**src/rtl/clock_set_ctrl.sv**
```systemverilog
// ---------------------------------------------------------------------------
// clock_set_ctrl
//   Mode/time-set controller for the 24-hour clock datapath. Decodes the
//   mode/inc/dec push-buttons and drives single-cycle enable pulses into the
//   external seconds/minutes/hours counters. Holds no time value itself.
//   Also provides the display blink phase, hold-to-repeat and an idle
//   timeout that returns to RUN.
//
// Parameters
//   REPEAT_DELAY : sec_tick pulses a button is held before auto-repeat (>=1)
//   IDLE_TIMEOUT : sec_tick pulses without a button rise in a SET mode
//                  before forced return to RUN (>=1)
//
// Ports
//   clk      in   system clock, rising edge
//   rst      in   asynchronous active-high reset
//   sec_tick in   one-clk-wide 1 Hz enable
//   mode_btn in   mode button level (synchronised, debounced)
//   inc_btn  in   increment button level
//   dec_btn  in   decrement button level
//   mode     out  00 RUN, 01 SET_HR, 10 SET_MIN
//   count_en out  seconds advance enable (combinational, RUN only)
//   sec_clr  out  seconds clear pulse on SET_MIN -> RUN
//   hr_inc / hr_dec / min_inc / min_dec  out  one-cycle adjust pulses
//   blink    out  display blink phase for the field being set
//
// Build option
//   CLOCK_SET_DEC_EN : when defined, dec_btn is functional. When undefined,
//   dec_btn is ignored and hr_dec/min_dec are tied low.
//
// state      | meaning
// -----------+----------------------------------------------
// ST_RUN     | time runs, inc/dec ignored, blink off
// ST_SET_HR  | seconds frozen, inc/dec adjust hours
// ST_SET_MIN | seconds frozen, inc/dec adjust minutes
// ---------------------------------------------------------------------------
module clock_set_ctrl #(
    parameter int unsigned REPEAT_DELAY = 2,
    parameter int unsigned IDLE_TIMEOUT = 30
) (
    input  logic       clk,
    input  logic       rst,
    input  logic       sec_tick,
    input  logic       mode_btn,
    input  logic       inc_btn,
    input  logic       dec_btn,
    output logic [1:0] mode,
    output logic       count_en,
    output logic       sec_clr,
    output logic       hr_inc,
    output logic       hr_dec,
    output logic       min_inc,
    output logic       min_dec,
    output logic       blink
);

    localparam int unsigned RW = $clog2(REPEAT_DELAY) + 1;
    localparam int unsigned IW = $clog2(IDLE_TIMEOUT) + 1;
    localparam logic [RW-1:0] REP_MAX   = RW'(REPEAT_DELAY);
    localparam logic [IW-1:0] IDLE_LAST = IW'(IDLE_TIMEOUT - 1);

    typedef enum logic [1:0] {
        ST_RUN     = 2'b00,
        ST_SET_HR  = 2'b01,
        ST_SET_MIN = 2'b10
    } state_t;

    state_t        state_q, state_d;
    logic [RW-1:0] hold_cnt_q, hold_cnt_d;
    logic [IW-1:0] idle_cnt_q, idle_cnt_d;
    logic          blink_ph_q, blink_ph_d;
    logic          sec_clr_q, sec_clr_d;
    logic          hr_inc_q, hr_inc_d;
    logic          hr_dec_q, hr_dec_d;
    logic          min_inc_q, min_inc_d;
    logic          min_dec_q, min_dec_d;

    logic rise_mode, rise_inc, rise_dec;
    logic inc_act, dec_act;     // single-press adjust requests
    logic inc_hold, dec_hold;   // exactly one adjust button held
    logic any_rise;

`ifdef CLOCK_SET_DEC_EN
    logic [2:0] btn_hist_q, btn_hist_d;
    assign btn_hist_d = {dec_btn, inc_btn, mode_btn};
    assign rise_mode  = mode_btn & ~btn_hist_q[0];
    assign rise_inc   = inc_btn & ~btn_hist_q[1];
    assign rise_dec   = dec_btn & ~btn_hist_q[2];
    // Simultaneous inc+dec rises cancel each other.
    assign inc_act    = rise_inc & ~rise_dec;
    assign dec_act    = rise_dec & ~rise_inc;
    assign inc_hold   = inc_btn & ~dec_btn;
    assign dec_hold   = dec_btn & ~inc_btn;
`else
    logic [1:0] btn_hist_q, btn_hist_d;
    logic       unused_dec;
    assign unused_dec = dec_btn;
    assign btn_hist_d = {inc_btn, mode_btn};
    assign rise_mode  = mode_btn & ~btn_hist_q[0];
    assign rise_inc   = inc_btn & ~btn_hist_q[1];
    assign rise_dec   = 1'b0;
    assign inc_act    = rise_inc;
    assign dec_act    = 1'b0;
    assign inc_hold   = inc_btn;
    assign dec_hold   = 1'b0;
`endif

    assign any_rise = rise_mode | rise_inc | rise_dec;

    always_ff @(posedge clk or posedge rst) begin
        if (rst) begin
            state_q    <= ST_RUN;
            btn_hist_q <= '0;
            hold_cnt_q <= '0;
            idle_cnt_q <= '0;
            blink_ph_q <= 1'b0;
            sec_clr_q  <= 1'b0;
            hr_inc_q   <= 1'b0;
            hr_dec_q   <= 1'b0;
            min_inc_q  <= 1'b0;
            min_dec_q  <= 1'b0;
        end else begin
            state_q    <= state_d;
            btn_hist_q <= btn_hist_d;
            hold_cnt_q <= hold_cnt_d;
            idle_cnt_q <= idle_cnt_d;
            blink_ph_q <= blink_ph_d;
            sec_clr_q  <= sec_clr_d;
            hr_inc_q   <= hr_inc_d;
            hr_dec_q   <= hr_dec_d;
            min_inc_q  <= min_inc_d;
            min_dec_q  <= min_dec_d;
        end
    end

    logic set_mode;
    logic rep_fire;
    logic timeout;
    logic adj_inc, adj_dec;

    always_comb begin
        state_d    = state_q;
        hold_cnt_d = hold_cnt_q;
        idle_cnt_d = idle_cnt_q;
        blink_ph_d = blink_ph_q;
        sec_clr_d  = 1'b0;
        hr_inc_d   = 1'b0;
        hr_dec_d   = 1'b0;
        min_inc_d  = 1'b0;
        min_dec_d  = 1'b0;
        rep_fire   = 1'b0;

        set_mode = (state_q != ST_RUN);

        // Hold counter saturates at REPEAT_DELAY; from then on every tick fires.
        if (set_mode && (inc_hold || dec_hold)) begin
            if (sec_tick) begin
                if (hold_cnt_q >= REP_MAX) begin
                    rep_fire = 1'b1;
                end else begin
                    hold_cnt_d = hold_cnt_q + RW'(1);
                end
            end
        end else begin
            hold_cnt_d = '0;
        end

        // Any button rise restarts the idle count, so it also wins over timeout.
        timeout = set_mode && !any_rise && sec_tick && (idle_cnt_q >= IDLE_LAST);

        adj_inc = set_mode && !rise_mode && !timeout && (inc_act || (rep_fire && inc_hold));
        adj_dec = set_mode && !rise_mode && !timeout && (dec_act || (rep_fire && dec_hold));

        if (rise_mode) begin
            hold_cnt_d = '0;
            idle_cnt_d = '0;
            unique case (state_q)
                ST_RUN: begin
                    state_d    = ST_SET_HR;
                    blink_ph_d = 1'b1;
                end
                ST_SET_HR: begin
                    state_d    = ST_SET_MIN;
                    blink_ph_d = 1'b1;
                end
                default: begin
                    state_d    = ST_RUN;
                    sec_clr_d  = 1'b1;
                    blink_ph_d = 1'b0;
                end
            endcase
        end else if (timeout) begin
            state_d    = ST_RUN;
            hold_cnt_d = '0;
            idle_cnt_d = '0;
            blink_ph_d = 1'b0;
        end else if (set_mode) begin
            if (sec_tick) begin
                blink_ph_d = ~blink_ph_q;
            end
            if (any_rise) begin
                idle_cnt_d = '0;
            end else if (sec_tick) begin
                idle_cnt_d = idle_cnt_q + IW'(1);
            end
            if (state_q == ST_SET_HR) begin
                hr_inc_d = adj_inc;
                hr_dec_d = adj_dec;
            end else begin
                min_inc_d = adj_inc;
                min_dec_d = adj_dec;
            end
        end else begin
            idle_cnt_d = '0;
            blink_ph_d = 1'b0;
        end
    end

    assign mode     = state_q;
    assign count_en = sec_tick & (state_q == ST_RUN);
    assign sec_clr  = sec_clr_q;
    assign hr_inc   = hr_inc_q;
    assign hr_dec   = hr_dec_q;
    assign min_inc  = min_inc_q;
    assign min_dec  = min_dec_q;
    // Keep the edited field visible in the cycle it changes.
    assign blink    = blink_ph_q | hr_inc_q | hr_dec_q | min_inc_q | min_dec_q;

endmodule
```
**config.mk**
```make
export PLATFORM = sky130hd
export DESIGN_NAME = clock_set_ctrl
export DESIGN_NICKNAME = d
export VERILOG_FILES = /design/src/rtl/clock_set_ctrl.sv
export SDC_FILE = /design/constraint.sdc
export NUM_CORES = 1
export LEC_CHECK = 0
export CORE_MARGIN = 3
export CORE_UTILIZATION = 50
export DETAILED_ROUTE_END_ITERATION = 7
export PLACE_DENSITY = 0.88
export SKIP_LAST_GASP = 1
export SYNTH_ARGS = -nofsm -noshare
export SYNTH_HDL_FRONTEND = slang
export SYNTH_SLANG_ARGS = --single-unit
```
**constraint.sdc**
```tcl
create_clock -name clk -period 2.5 [get_ports clk]
set_input_delay 0.5 -clock clk [delete_from_list [all_inputs] [get_ports clk]]
set_output_delay 0.5 -clock clk [all_outputs]
set_load 0.01 [all_outputs]
```
# Word level (Yosys, flattened, before mapping)
# Index checks and enable logic that the tools add are counted.
[word_totals]
regBits = 16
inputBits = 6
output_inout_bits = 9
word_cells = 74
[op_classes]
add_sub_neg = 2
magnitude_cmp = 2
n_eq_ne = 5
muxes = 31
bitwise_logic = 9
n_reduce_logical = 17
[op_table]
columns = ["cell", "count"]
rows = [
  ["$mux 6", 5],
  ["$mux 1", 18],
  ["$mux 2", 7],
  ["$logic_and 1x1->1", 8],
  ["$ne 4x4->1 const B", 2],
  ["$add 6x1->6 const B", 1],
  ["$ge 6x5->1 const B", 1],
  ["$ne 5x4->1 const B", 1],
  ["$ne 4x3->1 const B", 1],
  ["$pmux 2 s2", 1],
  ["$reduce_bool 2->1", 2],
  ["$and 1x1->1", 3],
  ["$logic_not 1->1", 3],
  ["$not 1->1", 3],
  ["$or 1x1->1", 3],
  ["$add 2x1->2 const B", 1],
  ["$eq 2x1->1 const B", 1],
  ["$ge 2x2->1 const B", 1],
  ["$logic_not 2->1", 1],
  ["$reduce_and 2->1", 1],
  ["$reduce_or 2->1", 1],
  ["$logic_or 1x1->1", 1],
]

# Longest topological paths before layout
[depth]
word_depth = 14
depth_mapped = 7
depth_no_buf = 7

# Worst setup path before layout
# OpenSTA, ideal clock, no wires.
[synth_timing]
path_type = "register -> register"
start = "register idle_cnt_q[0]"
end = "register idle_cnt_q[4]"
setup_ns = 0.074
t_arrival_ns = 1.839
t_required_ns = 2.426
setup_slack_ns = 0.587
path_stages_with_launch = 7
path_buffers = 0
synth_period_minus_slack_ns = 1.913
cell_sequence = "dfrtp_1 ha_1 nand2b_4 a41o_4 or3_4 or3_1 o21ai_2"
[synth_between]
elab_chain_cells = 6
word_cells_on_any_way = 9
classes_between = "1 x add/sub; 1 x order compare; 1 x eq/ne; 5 x mux; 1 x reduce/logical"
[synth_lines]
columns = ["element", "line_no", "source"]
rows = [
  ["start: declaration", "70", "logic [IW-1:0] idle_cnt_q, idle_cnt_d;"],
  ["start signal: assignment", "126", "idle_cnt_q <= idle_cnt_d;"],
  ["$add 6x1->6", "204", "idle_cnt_d = idle_cnt_q + IW'(1);"],
  ["$mux 6", "203", "end else if (sec_tick) begin"],
  ["$mux 6", "201", "if (any_rise) begin"],
  ["$mux 6", "197", "end else if (set_mode) begin"],
  ["$mux 6", "192", "end else if (timeout) begin"],
  ["$mux 6", "174", "if (rise_mode) begin"],
]
# Parallel ways exist; a longest one is shown, timed or not. The select of a mux whose other input is x is not followed.
# A chain may end at the register's enable or synchronous reset.

# Worst setup path after layout
[layout_timing]
start = "input port sec_tick"
end = "output port count_en"
[layout_between]
elab_chain_cells = 1
[layout_lines]
columns = ["element", "line_no", "source"]
rows = [
  ["start: declaration", "43", "input logic sec_tick,"],
  ["$and 1x1->1", "220", "assign count_en = sec_tick & (state_q == ST_RUN);"],
  ["end: declaration", "48", "output logic count_en,"],
]
# Every way passes these cells.

==> results.md <==
* Outcome: finished, final reports clean
* # rows at 14
* Simple-Gate Fraction of Synth Area at 20.8%
* Max_slew headroom at 59.1%
* # fillers at ~140
* CP max FO at 2
* Commonest cells in the netlist: 16 x dfrtp_1, 7 x nand2_1, 6 x a21oi_1, 6 x inv_1, 5 x nor2_1
* Fmax at around 0.46 GHz
* Critical Path RT at about 2 ns
* Ant. Diodes at 0
* Dpl cells at between 100 and 150
* NumNets Final at 110
* Synth async-reset ratio at 100%
* Critical path launch point type: input pin
* CTS max path bufs at 2
* Post-synth EDFFs at 0
* Hold Crit Class: reg2reg
* Port Buf Inserts at 11
* Sink Count at 16
* Worst hold path stage count at 1
* Initial core utilization at 54.3%
* Num CTS Buffers at 3
* Cells after Synth at between 80 and 90
* H-tree depth at 1
* Number of max-cap violations at 0
* R2R Path Start: idle_cnt_q[1]
* Chip Height at roughly 47 um
* Mapped Area at about 850 sq um
* Sequential cell area fraction in the yosys report at between 40% and 50%
* Global route overflow at 0
* WS Path Type: in2out
* Worst Skew at 0.00480 ns
* Cell variety after synth at 31
* Compound-Gate Fraction of Synth Area at approximately 17%
* First-pass GRT wire length at 2550 um
* Worst hold start: idle_cnt_q[5]
* Share of layout cells above drive strength 1 at 13.1%
* Area grow syn2layout at 20.5%
* Die area at about 2200 sq um
* Average size of a mapped cell at ~10 sq um
* DR vias at 637
* CTS root buffer: clkbuf_4
* DRC Markers at 0
* Crit path time final at about 2.2 ns
* Clock transition at the registers of the reported paths at roughly 0.1 ns
* I/O pins at 15
* R2R setup slack at around 0.5 ns
* WL final at roughly 1600 um
* Area share of fa/ha/maj cells after synthesis at 5.91%
* Crit path capture type: primary output
* Fin cells at ~120
* CTS tree: built
* Worst reg2reg path endpoint: idle_cnt_q[4]
* Final Setup Violations at 0
* Fin util at about 65%
* Power Dens Cells at 712 nW/um^2
* Worst Path Arrival at 1.66 ns
* Yosys warning count at 0
* Die Width at around 47 um
* Post-DP HPWL at 1210 um
* Vias in the first global route at 637
* First DRT Iteration DRCs at 4
* Top-area cell type share of the netlist area at 47.3%
* Yosys reg bits at 16
* Most numerous cell in the Yosys netlist: dfrtp_1
* XOR/XNOR Fraction of Synth Area at a little over 1%
* DR vias/cell at 5.54
* Cells on worst reg2reg path at 7
* Largest net degree at the start of global routing at 17
* Core Area at around 1600 sq um
* Synth area leaders: dfrtp_1 47%, ha_1 5.9%, a21oi_1 3.5%
* Hold Path End: idle_cnt_q[5]
* Initial antenna violation count at 0
* Worst Setup SP: sec_tick
* Leak at 0.465 nW
* Worst-Margin Slew at ~0.61 ns
* CTS Hold Bufs at 0
* Final ANT Viol Nets at 0
* Post-CTS Resized at 0
* Routed length per instance at around 14 um
* Slew Viols, Final at 0
* Final Hold Viols at 0
* Gpl congestion at between 0.8 and 0.9
* DRT Pass-1 Iters at 4
* Skew-Pair Late Insertion Delay at 0.29 ns
* Final period utilization at 86.2%
* Post-synth top flop: dfrtp_1
* Sum of negative setup slack at 0 ns
* Multiplexer area fraction after synthesis at between 2 and 2.5%
* Worst vdd ir at between 0.0005 and 0.0006 V
* Final Power at 0.000727 W
* Synth area leader: dfrtp_1
* GRT Total Usage at approximately 17%
* Largest family of logic cells by synthesized area: simple AND/OR/NAND/NOR gates
* Post-CTS setup buffers at 0
* RSZ-0062 raised after global routing: no
-- sequential cells by signal, indices dropped and copies added (netlist names) --
register / flops
hr_inc: 1
mode: 2
min_inc: 1
blink_ph_q: 1
hold_cnt_q: 2
btn_hist_q: 2
sec_clr: 1
idle_cnt_q: 6
-- final cells by class --
cell class / instances / area [sq um] / share of cell area (%)
flip-flops and latches: 16 / 400 / 39.2
inverters: 6 / 22.5 / 2.21
clock buffers: 4 / 36.3 / 3.55
repair buffers: 14 / 133 / 13.0
multi-input cells: 59 / 409 / 40.1
well taps: 16 / 20.0 / 1.96
-- worst max-delay path by stage --
stage	cells past startpoint	endpoint
4_1_cts	3	count_en
5_1_grt	3	count_en
2_1_floorplan	6	idle_cnt_q[4]
3_5_place_dp	3	count_en
6_report	3	count_en
3_3_place_gp	3	count_en
-- worst max-delay path, stage by stage --
cell	delay, ns
clkdlybuf4s50_1	0.48
and2_1	0.14
clkdlybuf4s50_1	0.53
-- metal layers --
metal	vias to the layer above	wire (um)	track usage, %
met5	-	0	0
met4	0	29	8.29
met3	4	51	4.60
met2	12	838	29.5
met1	305	674	18.2
li1	316	-	-
-- where the power goes --
part           internal [W]  leakage (nW)  switching (W)
Combinational      0.000123         0.232       0.000111
Clock             0.0000888        0.0210      0.0000849
Sequential         0.000289         0.213      0.0000306
-- through the flow --
| stage | cell area, sq um | worst slack [ns] | hold WS, ns |
|---|---|---|---|
| after floorplan | 851 | 0.587 | 0.414 |
| final | 1020 | 0.344 | 0.539 |
| after CTS | 1020 | 0.337 | 0.545 |
| after global placement | 985 | 0.339 | 0.516 |
| after detailed placement | 985 | 0.339 | 0.521 |
| after global routing | 1020 | 0.301 | 0.558 |
-- placed cells by master (no fill, tap or decap), drive strengths merged, types with 2 or more instances in the layout --
cell type / n
dfrtp: 16
inv: 6
and3: 3
a21oi: 6
nand3: 2
ha: 4
and2: 2
nand2b: 3
nand2: 7
a31oi: 3
mux2i: 2
o21ai: 2
nor2b: 3
conb: 2
a22o: 4
nor3: 2
buf: 3
clkbuf: 4
clkdlybuf4s50: 11
nor2: 5
or3: 3
-- cell families after synthesis --
logic type / count (synthesis)
and+or+nand+nor: 31
AOI/OAI and AO/OA: 19
DFF: 16
buffers and inverters: 9
adders and majority gates: 4
muxes: 2
other: 1
xor gates and xnor gates: 1
No activity file was read; power rests on OpenSTA's default activity.
